--- config.mk ---
export PLATFORM = sky130hd
export DESIGN_NAME = sys_mem_arbiter
export DESIGN_NICKNAME = d
export VERILOG_FILES = /design/src/rtl/sys_mem_arbiter.sv
export SDC_FILE = /design/constraint.sdc
export NUM_CORES = 1
export LEC_CHECK = 0
export ABC_AREA = 1
export CORE_UTILIZATION = 36
export CTS_CLUSTER_DIAMETER = 200
export DETAILED_ROUTE_END_ITERATION = 10
export PLACE_DENSITY = 0.79
export SYNTH_ARGS = -nofsm -noshare
export SYNTH_HDL_FRONTEND = slang
export SYNTH_SLANG_ARGS = --single-unit
--- constraint.sdc ---
create_clock -name clk -period 1.3 [get_ports clk]
set_input_delay 0.13 -clock clk [delete_from_list [all_inputs] [get_ports clk]]
set_output_delay 0.13 -clock clk [all_outputs]
set_load 0.01 [all_outputs]
--- src/rtl/sys_mem_arbiter.sv ---
// rtl/sys_mem_arbiter.sv - round-robin arbiter sharing one memory port among cache Sys channels
`timescale 1ns/1ps
module sys_mem_arbiter #(
  parameter int NUM_CH     = 2,
  parameter int ADDR_WIDTH = 12,
  parameter int DATA_WIDTH = 32,
  parameter int TIMEOUT    = 255,
  localparam int GW        = (NUM_CH > 1) ? $clog2(NUM_CH) : 1
) (
  input  logic                         clk,
  input  logic                         rst,
  input  logic [NUM_CH-1:0]            ch_strobe,
  input  logic [NUM_CH-1:0]            ch_rw,
  input  logic [NUM_CH*ADDR_WIDTH-1:0] ch_address,
  input  logic [NUM_CH*DATA_WIDTH-1:0] ch_wdata,
  output logic [DATA_WIDTH-1:0]        ch_rdata,
  output logic [NUM_CH-1:0]            ch_ready,
  output logic                         mem_enable,
  output logic                         mem_read,
  output logic                         mem_write,
  output logic [ADDR_WIDTH-1:0]        mem_address,
  output logic [DATA_WIDTH-1:0]        mem_in,
  input  logic [DATA_WIDTH-1:0]        mem_out,
  input  logic                         mem_ready,
  output logic [GW-1:0]                grant_id,
  output logic                         busy,
  output logic                         timeout_err
);

  localparam int WW = (TIMEOUT > 1) ? $clog2(TIMEOUT + 1) : 1;
  localparam logic [WW-1:0] WD_LAST = (TIMEOUT == 0) ? '0 : WW'(TIMEOUT - 1);
  localparam logic [GW-1:0] LAST_CH = GW'(NUM_CH - 1);

  typedef enum logic [1:0] {IDLE, BUSY, DONE} state_t;

  state_t                state_q, state_d;
  logic [GW-1:0]         rr_ptr;
  logic [WW-1:0]         wd_cnt;
  logic                  hold_rw;
  logic [ADDR_WIDTH-1:0] hold_addr;
  logic [DATA_WIDTH-1:0] hold_wdata;
  logic                  found;
  int                    sel_idx;
  logic                  wd_expire;

  assign wd_expire   = (TIMEOUT != 0) && (wd_cnt == WD_LAST);
  assign busy        = (state_q != IDLE);
  assign mem_address = hold_addr;
  assign mem_in      = hold_wdata;

  // Round-robin search: first requesting channel at or after rr_ptr, wrapping modulo NUM_CH.
  always_comb begin
    found   = 1'b0;
    sel_idx = 0;
    for (int i = 0; i < NUM_CH; i++) begin
      if (!found && ch_strobe[(int'(rr_ptr) + i) % NUM_CH]) begin
        found   = 1'b1;
        sel_idx = (int'(rr_ptr) + i) % NUM_CH;
      end
    end
  end

  // State register.
  always_ff @(posedge clk) begin
    if (!rst) state_q <= IDLE;
    else      state_q <= state_d;
  end

  // Next-state logic and state-decoded outputs; nothing here depends on inputs except transitions.
  always_comb begin
    state_d    = state_q;
    mem_enable = 1'b0;
    mem_read   = 1'b0;
    mem_write  = 1'b0;
    ch_ready   = '0;
    case (state_q)
      IDLE: if (found) state_d = BUSY;
      BUSY: begin
        mem_enable = 1'b1;
        mem_read   = hold_rw;
        mem_write  = ~hold_rw;
        if (mem_ready || wd_expire) state_d = DONE;
      end
      DONE: begin
        ch_ready[grant_id] = 1'b1;
        state_d            = IDLE;
      end
      default: state_d = IDLE;
    endcase
  end

  // Grant capture, watchdog, read-data return and round-robin pointer update.
  always_ff @(posedge clk) begin
    if (!rst) begin
      rr_ptr      <= '0;
      wd_cnt      <= '0;
      grant_id    <= '0;
      ch_rdata    <= '0;
      timeout_err <= 1'b0;
      hold_rw     <= 1'b0;
      hold_addr   <= '0;
      hold_wdata  <= '0;
    end else begin
      case (state_q)
        IDLE: begin
          if (found) begin
            grant_id   <= sel_idx[GW-1:0];
            hold_rw    <= ch_rw[sel_idx];
            hold_addr  <= ch_address[sel_idx*ADDR_WIDTH +: ADDR_WIDTH];
            hold_wdata <= ch_wdata[sel_idx*DATA_WIDTH +: DATA_WIDTH];
            wd_cnt     <= '0;
          end
        end
        BUSY: begin
          wd_cnt <= wd_cnt + 1'b1;
          if (mem_ready) begin
            ch_rdata <= mem_out;
          end else if (wd_expire) begin
            ch_rdata    <= '0;
            timeout_err <= 1'b1;
          end
        end
        DONE: begin
          rr_ptr <= (grant_id == LAST_CH) ? '0 : grant_id + 1'b1;
          wd_cnt <= '0;
        end
        default: ;
      endcase
    end
  end

endmodule

==> flow_summary_export.csv, run 1 <==
group,metric,value,unit
placement,hpwl,8980,µm
sta,fin_setup_tns,-6340,ps
setup_path,rr_worst_depth,10,
finish,layout.nets,1002,
finish,diodes,0,
synthesis,netlist_instances,627,
setup_path,r2r_start,"wd_cnt[0]",
run_status,outcome,"complete, but fails checks",
route,wl_per_cell,13.7,µm
route,vias,4655,
cts,htree_levels,3,
setup_path,startpoint_type,"flop",
sta,finalCriticalPeriod,1430,ps
finish,fin_util,69.5,%
sta,fin_skew,5.31,ps
power_and_ir_drop,p_comb_share,32.2,%
floorplan,chipWidth,109,µm
placement,place_area,6550,µm²
setup_path,critPathCaptureType,"flop",
global_route,grt-ovfl-total,0,
synthesis,synth_area,4120,µm²
min_path,worstHoldStart,"mem_out[13]",
sta,timing.hold.ws,356,ps
synthesis,synth.distinct_cells,23,
setup_path,cp.required,1510,ps
sta,final.setup.worst_slack,-126,ps
power_and_ir_drop,peakVddDrop,831,µV
setup_path,critPathBufInv,2,
route,routed_wl,13900,µm
setup_path,crit_fanout,8,
cts,numCtsBuffers,9,
min_path,hold_depth,3,
power_and_ir_drop,seq_power_share,37.4,%
finish,area_delta_synth_final,85.2,%
power_and_ir_drop,switching_share,29.6,%
global_route,grt_pass1_vias,4358,
min_path,hp-class,"primary input to flop",
route,drt-pass1-iter-count,4,
setup_path,cpPeakStageDelay,320,ps
floorplan,rows,38,
sta,slew_violations,0,
finish,fin_area,7630,µm²
route,drc,0,
sta,hold_violations,0,
sta,worst_slew_margin_rel,82.5,%
setup_path,worstPathArrival,1640,ps
power_and_ir_drop,p_sw,2530,µW
power_and_ir_drop,power_density,1120,nW/µm²
cts,cts_root_buf,"clkbuf_16",
power_and_ir_drop,p_leak,0.00369,µW
finish,fill_cells,894,
cts,clkLatencyLatePin,330,ps
power_and_ir_drop,power.internal,6030,µW
synthesis,avgSynthCellArea,6.58,µm²
floorplan,io_pins,211,
route,drtAntennaViolNets,0,
setup_path,rrSetupSlack,-130,ps
power_and_ir_drop,power,8560,µW
floorplan,start_util,37.5,%
floorplan,die_y,109,µm
finish,drive_above_1_share,21.4,%
setup_path,crit_chain,"inv_2 -> ha_4 -> nand2_4 -> nor2_4 -> nand2_2 -> nand2_2 -> nand2_4 -> clkbuf_16 -> nand2_1 -> a21oi_1",
setup_path,slowest_stage,"dfxtp_2",
placement,gp_congestion,0.795,
sta,rsz0062_at_grt,"true",
global_route,grt_pass1_wl,20600,µm
synthesis,ys_seq_elements,90,
sta,worstMarginPinSlew,261,ps
sta,fmax,0.701,GHz
floorplan,coreArea,11000,µm²
floorplan,die_area,11900,µm²
min_path,hold-path-endpoint,"ch_rdata[13]",
flow_run,cap_violations,0,
route,drt_iter0_markers,268,
global_route,grt_usage,22.1,%
global_route,grt_max_degree,42,
cts,cts_buffer_depth,2,
setup_path,worst_r2r_endpoint,"ch_rdata[31]",
placement,port_buffers,210,
global_route,antenna_found_initial,0,
synthesis,yosysSeqAreaShare,43.7,%
synthesis,syn_nets,759,
cts,cts.sinks,90,
route,vias_per_cell,4.59,
synthesis,ys_warn_count,0,
power_and_ir_drop,clockPowerShare,30.4,%
setup_path,crit_family,"simple AND/OR/NAND/NOR gates",
cts,clk_pin_slew,60,ps
cts,holdBufCountCts,0,
run_status,violations,"setup timing",
sta,finalCritPeriodShare,110,%
setup_path,crit_type,"flop to flop",
cts,cts_tree,"yes",
sta,setup_viol,84,
synth_stat cells, drive strengths merged:
| cell type | instances | area, µm² |
|---|---|---|
| dfxtp | 90 | 1800 |
| nand2 | 229 | 862 |
| clkbuf | 8 | 30.0 |
| a31oi | 1 | 6.26 |
| a211oi | 1 | 7.51 |
| nand3b | 1 | 7.51 |
| o21bai | 1 | 7.51 |
| nand3 | 54 | 270 |
| ha | 5 | 62.6 |
| inv | 65 | 244 |
| o21ai | 5 | 51.3 |
| o21a | 1 | 7.51 |
| a21oi | 41 | 216 |
| buf | 23 | 163 |
| nor3 | 2 | 10.0 |
| nor2 | 100 | 375 |
placed cells by master, fill, tap and decap left out, types with 2 or more instances in the layout:
cell and n:
clkinv_2 2, dlygate4sd2_1 78, dfxtp_1 86, o21ai_4 3, ha_4 4, clkbuf_16 13
buf_8 2, nand3_1 44, buf_16 5, inv_1 51, buf_2 2, clkdlybuf4s50_1 126
nor2_1 61, nand2_1 200, dfxtp_4 2, nor2_4 22, buf_12 11, buf_6 10
inv_2 9, nor2_2 17, nand3_2 10, buf_4 25, nand2_2 21, inv_6 2
a21oi_2 7, nand2_4 8, inv_4 4, a21oi_1 33, dfxtp_2 2
flip-flops by register name, indices dropped and copies added, names as in the netlist, 2 cells and up:
signal and count:
ch_rdata 32, mem_in 32, mem_address 12, wd_cnt 8, state_q 2
worst max path at each step:
stage | from | end | slack, ps | cells after the start
finish | wd_cnt[0] | ch_rdata[31] | -130 | 10
global route | wd_cnt[4] | ch_rdata[12] | -220 | 8
detailed placement | ch_strobe[1] | wd_cnt[5] | -260 | 8
floorplan | wd_cnt[0] | ch_rdata[0] | -10 | 10
global placement | ch_strobe[1] | wd_cnt[5] | -220 | 8
CTS | state_q[0] | ch_ready[1] | -80 | 6
layer usage:
metal / vias to the layer above / wire, µm / GRT usage [%]
met5: - / 0 / 0
met2: 124 / 7140 / 39.4
met4: 0 / 365 / 8.40
li1: 2403 / - / -
met3: 26 / 581 / 4.30
met1: 2102 / 5860 / 26.1
per-stage QoR:
stage	cells	worst slack, ps
after detailed placement	978	-263
after global routing	1015	-217
final	1015	-126
after floorplan	627	-10.4
after CTS	1009	-84.9
after global placement	978	-217
repair_timing:
item	in CTS	in global routing
gates cloned	6	5
setup endpoints to repair	155	94
pin swaps	18	26
setup buffers	9	2
gates resized for setup	182	84
layout make-up:
class                   instances  area (µm²)  area share (%)
clock buffers                  10         239            3.13
multi-input cells             441        2340            30.7
clock inverters                 6        65.1           0.852
repair buffers                263        2740            35.9
flip-flops and latches         90        1810            23.7
well taps                     140         175            2.29
inverters                      65         259            3.39
tightest hold or removal path, cell delays in order:
cell	delay, ps
clkdlybuf4s50_1	390
nand2_1	60
a21oi_1	50
cells by family (layout without fill, tap and decap cells):
group / Yosys count / count (layout) / share of synthesized area (%)
DFF: 90 / 90 / 43.7
AOI/OAI and AO/OA: 50 / 50 / 7.19
adders and majority gates: 5 / 5 / 1.52
and+or+nand+nor: 386 / 386 / 37.0
buffers and inverters: 96 / 344 / 10.6
power groups by stage:
stage | Clock (µW) | Combinational (µW) | Sequential [µW]
finish | 2600 | 2760 | 3200
global route | 2790 | 2990 | 3230
CTS | 2670 | 2510 | 3170
detailed placement | 0 | 2200 | 3200
global placement | 0 | 2180 | 3190
floorplan | 0 | 914 | 3310
Power figures use the tool's default switching activity.
==> inputs of run 2 (changes only) <==
- SKIP_LAST_GASP: unset -> 1
==> flow_summary_export.csv, run 2 (synthesis results as in run 1) <==
group,metric,value,unit
run_status,outcome,"complete, but fails checks",
run_status,violations,"setup timing",
placement,gp_congestion,0.795,
floorplan,start_util,37.5,%
global_route,grt-ovfl-total,0,
cts,cts_tree,"yes",
setup_path,cpPeakStageDelay,390,ps
placement,dpl_worst_slack,-263,ps
sta,fmax,0.703,GHz
floorplan,chipWidth,109,µm
cts,cts_buffer_depth,2,
cts,clkLatencyLatePin,330,ps
floorplan,coreArea,11000,µm²
cts,clk_pin_slew,60,ps
min_path,hold_depth,3,
setup_path,crit_type,"flop to flop",
global_route,antenna_found_initial,0,
setup_path,slowest_stage,"dfxtp_1",
global_route,grt_usage,22.0,%
route,routed_wl,14200,µm
setup_path,critPathBufInv,1,
route,drtAntennaViolNets,0,
setup_path,cp.required,1520,ps
cts,cts_root_buf,"clkbuf_16",
finish,fin_cells,1018,
sta,worstMarginPinSlew,257,ps
setup_path,rrSetupSlack,-120,ps
sta,finalCriticalPeriod,1420,ps
setup_path,worst_r2r_endpoint,"ch_rdata[0]",
floorplan,die_y,109,µm
global_route,grtUsageMet2,39.4,%
route,vias,4740,
setup_path,crit_fanout,8,
flow_run,cap_violations,0,
global_route,grt_pass1_wl,20500,µm
route,drt_iter0_markers,225,
finish,layout_commonest_cell,"nand2_1",
route,drc,0,
finish,most-common-layout-cells,"nand2_1 (199), clkdlybuf4s50_1 (126), dfxtp_1 (86)",
global_route,grt_busiest_layer,"met2",
sta,hold_violations,0,
finish,layout.nets,1005,
min_path,hp-class,"primary input to flop",
setup_path,startpoint_type,"flop",
power_and_ir_drop,peakVddDrop,823,µV
placement,port_buffers,210,
sta,setup_viol,84,
min_path,hold-path-endpoint,"ch_rdata[13]",
global_route,globalRouteMet3Util,4.18,%
route,wl_per_cell,13.9,µm
setup_path,worstPathArrival,1640,ps
min_path,worstHoldStart,"mem_out[13]",
route,vias_per_cell,4.66,
floorplan,die_area,11900,µm²
setup_path,crit_chain,"nand2_1 -> nor2_2 -> nand2_1 -> nand2_2 -> nand2_4 -> clkbuf_16 -> nand2_4 -> a21oi_1",
finish,area_delta_synth_final,87.0,%
floorplan,rows,38,
finish,diodes,0,
sta,timing.hold.ws,356,ps
sta,final.setup.worst_slack,-123,ps
global_route,grt_max_degree,42,
route,drt-pass1-iter-count,5,
power_and_ir_drop,power_density,1120,nW/µm²
placement,hpwl,8980,µm
power_and_ir_drop,p_leak,0.00372,µW
cts,cts.sinks,90,
setup_path,critPathCaptureType,"flop",
finish,drive_above_1_share,22.4,%
cts,numCtsBuffers,9,
global_route,grt_pass1_vias,4327,
floorplan,io_pins,211,
sta,fin_skew,5.48,ps
sta,slew_violations,0,
cts,holdBufCountCts,0,
setup_path,r2r_start,"wd_cnt[4]",
power_and_ir_drop,power,8640,µW
sta,worst_slew_margin_rel,82.7,%
setup_path,rr_worst_depth,8,
placement,dp.cells,978,
setup_path,crit_family,"simple AND/OR/NAND/NOR gates",
sta,rsz0062_at_grt,"true",
sta,finalCritPeriodShare,109,%
cts,htree_levels,3,
global_route,grtUsageMet1,26.0,%
==> run 2: changes by cell type in the layout (fill, tap and decap cells not counted), moves of 2 or more <==
cell | before | now
nand2_4 | 8 | 11
nor2_2 | 17 | 22
buf_4 | 25 | 27
nand2_2 | 21 | 19
nor2_1 | 61 | 58
nor2_4 | 22 | 20
clkbuf_16 | 13 | 15
==> run 2: through the flow <==
stage	setup TNS, ps	cell area, µm²	util [%]
after floorplan	-312	4140	-
after global placement	-9660	6550	59.6
after detailed placement	-11590	6550	59.6
after CTS	-5070	7200	65.5
after global routing	-11230	7710	70.2
final	-5930	7710	70.2
==> run 2: power by group <==
group | internal [µW] | switching, µW | total [µW]
sequential | 3010 | 192 | 3210
combinational | 1500 | 1300 | 2810
clock | 1550 | 1080 | 2620
total | 6060 | 2570 | 8640
==> run 2: worst reg2reg max path, cell delays in order (launching register included) <==
cell	delay, ps
dfxtp_1	390
nand2_1	130
nor2_2	150
nand2_1	110
nand2_2	110
nand2_4	100
clkbuf_16	200
nand2_4	70
a21oi_1	50
==> run 2: how the worst max path moves through the flow <==
| stage | start | to | slack, ps | cells after the start |
|---|---|---|---|---|
| floorplan | wd_cnt[0] | ch_rdata[0] | -10 | 10 |
| global placement | ch_strobe[1] | wd_cnt[5] | -220 | 8 |
| detailed placement | ch_strobe[1] | wd_cnt[5] | -260 | 8 |
| CTS | wd_cnt[0] | ch_rdata[4] | -120 | 10 |
| global route | wd_cnt[0] | ch_rdata[0] | -170 | 10 |
| finish | wd_cnt[4] | ch_rdata[0] | -120 | 8 |
==> run 2: layer usage <==
| layer | share of wire [%] | up-vias |
|---|---|---|
| li1 | - | 2409 |
| met3 | 4.2 | 24 |
| met2 | 51 | 143 |
| met4 | 2.4 | 0 |
| met1 | 43 | 2164 |
| met5 | 0 | - |
==> run 2: layout make-up <==
type	count	area [µm²]
fill	879	3270
timing repair buffer	266	2800
multi-input combinational	441	2360
sequential	90	1810
inverter	65	259
clock buffer	10	239
tap	140	175
clock inverter	6	65.1
==> run 2: timing repair <==
action / CTS / global route
endpoints found under the hold margin: 0 / 0
pin swaps: 17 / 34
setup endpoints to repair: 155 / 94
gates resized for setup: 163 / 110
setup buffers: 9 / 4
cloned: 6 / 7
==> inputs of run 3 (changes only) <==
- CORE_UTILIZATION: 36 -> 47
- DONT_BUFFER_PORTS: unset -> 1
- PLACE_DENSITY: 0.79 -> 0.66
==> flow_summary_export.csv, run 3 (synthesis results as in run 1) <==
group,metric,value,unit
run_status,outcome,"complete, but fails checks",
run_status,violations,"setup timing",
cts,cts.sinks,90,
finish,most-common-layout-cells,"nand2_1 (187), dlygate4sd3_1 (119), nor2_1 (92)",
cts,numCtsBuffers,9,
placement,hpwl,7160,µm
min_path,hp-class,"primary input to flop",
setup_path,worstPathArrival,1750,ps
sta,rsz0062_at_grt,"true",
setup_path,crit_fanout,8,
setup_path,startpoint_type,"flop",
finish,area_delta_synth_final,59.0,%
route,wl_per_cell,16.8,µm
global_route,grt_pass1_vias,4382,
flow_run,cap_violations,0,
floorplan,die_area,9150,µm²
sta,fin_skew,17.5,ps
sta,final.setup.worst_slack,-212,ps
cts,cts_tree,"yes",
sta,worstMarginPinSlew,293,ps
finish,layout_commonest_cell,"nand2_1",
setup_path,crit_chain,"inv_2 -> ha_4 -> nand2_2 -> nor2_2 -> nand2_2 -> nand2_4 -> nand2_4 -> clkbuf_16 -> nand2_2 -> a21oi_1",
setup_path,cpPeakStageDelay,340,ps
sta,finalCritPeriodShare,116,%
setup_path,cp_common_cell,"nand2_2",
floorplan,io_pins,211,
finish,drive_above_1_share,21.9,%
route,drt-pass1-iter-count,5,
global_route,grt_usage,27.8,%
placement,gp_congestion,0.824,
setup_path,worst_r2r_endpoint,"ch_rdata[24]",
route,drtAntennaViolNets,0,
global_route,antenna_found_initial,0,
global_route,grt-ovfl-total,0,
setup_path,cp.required,1540,ps
sta,worst_slew_margin_rel,80.5,%
setup_path,r2r_start,"wd_cnt[0]",
setup_path,crit_type,"flop to flop",
floorplan,chipWidth,95.7,µm
global_route,grt_pass1_wl,19300,µm
cts,cts_root_buf,"clkbuf_8",
setup_path,endpoint,"ch_rdata[24]",
floorplan,coreArea,8340,µm²
finish,fin_util,78.6,%
placement,port_buffers,0,
route,drt_iter0_markers,207,
finish,layout.nets,905,
route,routed_wl,14800,µm
power_and_ir_drop,peakVddDrop,679,µV
sta,slew_violations,0,
setup_path,rr_worst_depth,10,
cts,cts_buffer_depth,2,
route,vias,4750,
route,vias_per_cell,5.38,
sta,fmax,0.662,GHz
sta,finalCriticalPeriod,1510,ps
route,drc,0,
setup_path,crit_start,"wd_cnt[0]",
floorplan,rows,33,
floorplan,start_util,49.4,%
cts,clk_pin_slew,90,ps
setup_path,critPathCaptureType,"flop",
global_route,grt_max_degree,60,
floorplan,die_y,95.7,µm
power_and_ir_drop,p_leak,0.00297,µW
sta,setup_viol,92,
sta,hold_violations,0,
setup_path,slowest_stage,"dfxtp_2",
cts,htree_levels,3,
setup_path,rrSetupSlack,-210,ps
cts,clkLatencyLatePin,370,ps
finish,diodes,0,
placement,dpl_worst_slack,-108,ps
power_and_ir_drop,power_density,1110,nW/µm²
sta,timing.hold.ws,12.2,ps
==> run 3: where the power goes <==
group          switching (µW)  internal (µW)  total, µW  leakage [µW]
Sequential                328           3010       3340      0.000741
Clock                    1110            725       1830     0.0000844
Combinational            1050           1030       2080       0.00214
Total                    2490           4770       7260       0.00297
==> run 3: worst min path at each step <==
stage | from | to | slack, ps | cells past startpoint
2_1_floorplan | rst | mem_address[10] | 230 | 2
5_1_grt | ch_address[20] | mem_address[8] | 20 | 4
6_report | ch_address[22] | mem_address[10] | 10 | 4
3_5_place_dp | rst | mem_address[10] | 230 | 2
3_3_place_gp | rst | mem_address[10] | 230 | 2
4_1_cts | ch_address[22] | mem_address[10] | 0.5 | 4
==> run 3: routing by layer <==
metal | share of wire, % | vias up | GRT usage (%)
li1 | - | 2207 | -
met1 | 36 | 2212 | 28.1
met2 | 51 | 266 | 51.1
met3 | 8.9 | 65 | 8.61
met4 | 4.4 | 0 | 14.2
met5 | 0 | - | 0
==> run 3: repair_timing <==
item / in CTS / in global routing
setup endpoints to repair: 72 / 94
gates cloned: 3 / 4
buffers inserted: 7 / 5
pin swaps: 9 / 9
endpoints found under the hold margin: 78 / 0
hold buffers: 119 / 0
gates resized for setup: 60 / 95
==> run 3: through the flow <==
| step | std cells | area (µm²) | setup TNS, ps | total power, µW |
|---|---|---|---|---|
| after floorplan | 627 | 4140 | -312 | 4220 |
| after global placement | 733 | 4420 | -318 | 4550 |
| after detailed placement | 733 | 4420 | -3280 | 4590 |
| after CTS | 876 | 6110 | -5500 | 6950 |
| after global routing | 883 | 6560 | -15290 | 7620 |
| final | 883 | 6560 | -9310 | 7260 |
==> run 3: cell type report <==
cell class	count	area, µm²
Inverter	65	264
Timing Repair Buffer	166	1840
Multi-Input combinational cell	441	2320
Tap cell	105	131
Sequential cell	90	1810
Clock buffer	9	124
Clock inverter	7	60.1
Fill cell	513	1790
==> run 3: critical path, delay by kind of cell, from the launching register on <==
| family | cells | cell delay, ps |
|---|---|---|
| adders and majority gates | 1 | 130 |
| DFF | 1 | 340 |
| buffers and inverters | 2 | 270 |
| AOI/OAI and AO/OA | 1 | 70 |
| and+or+nand+nor | 6 | 580 |
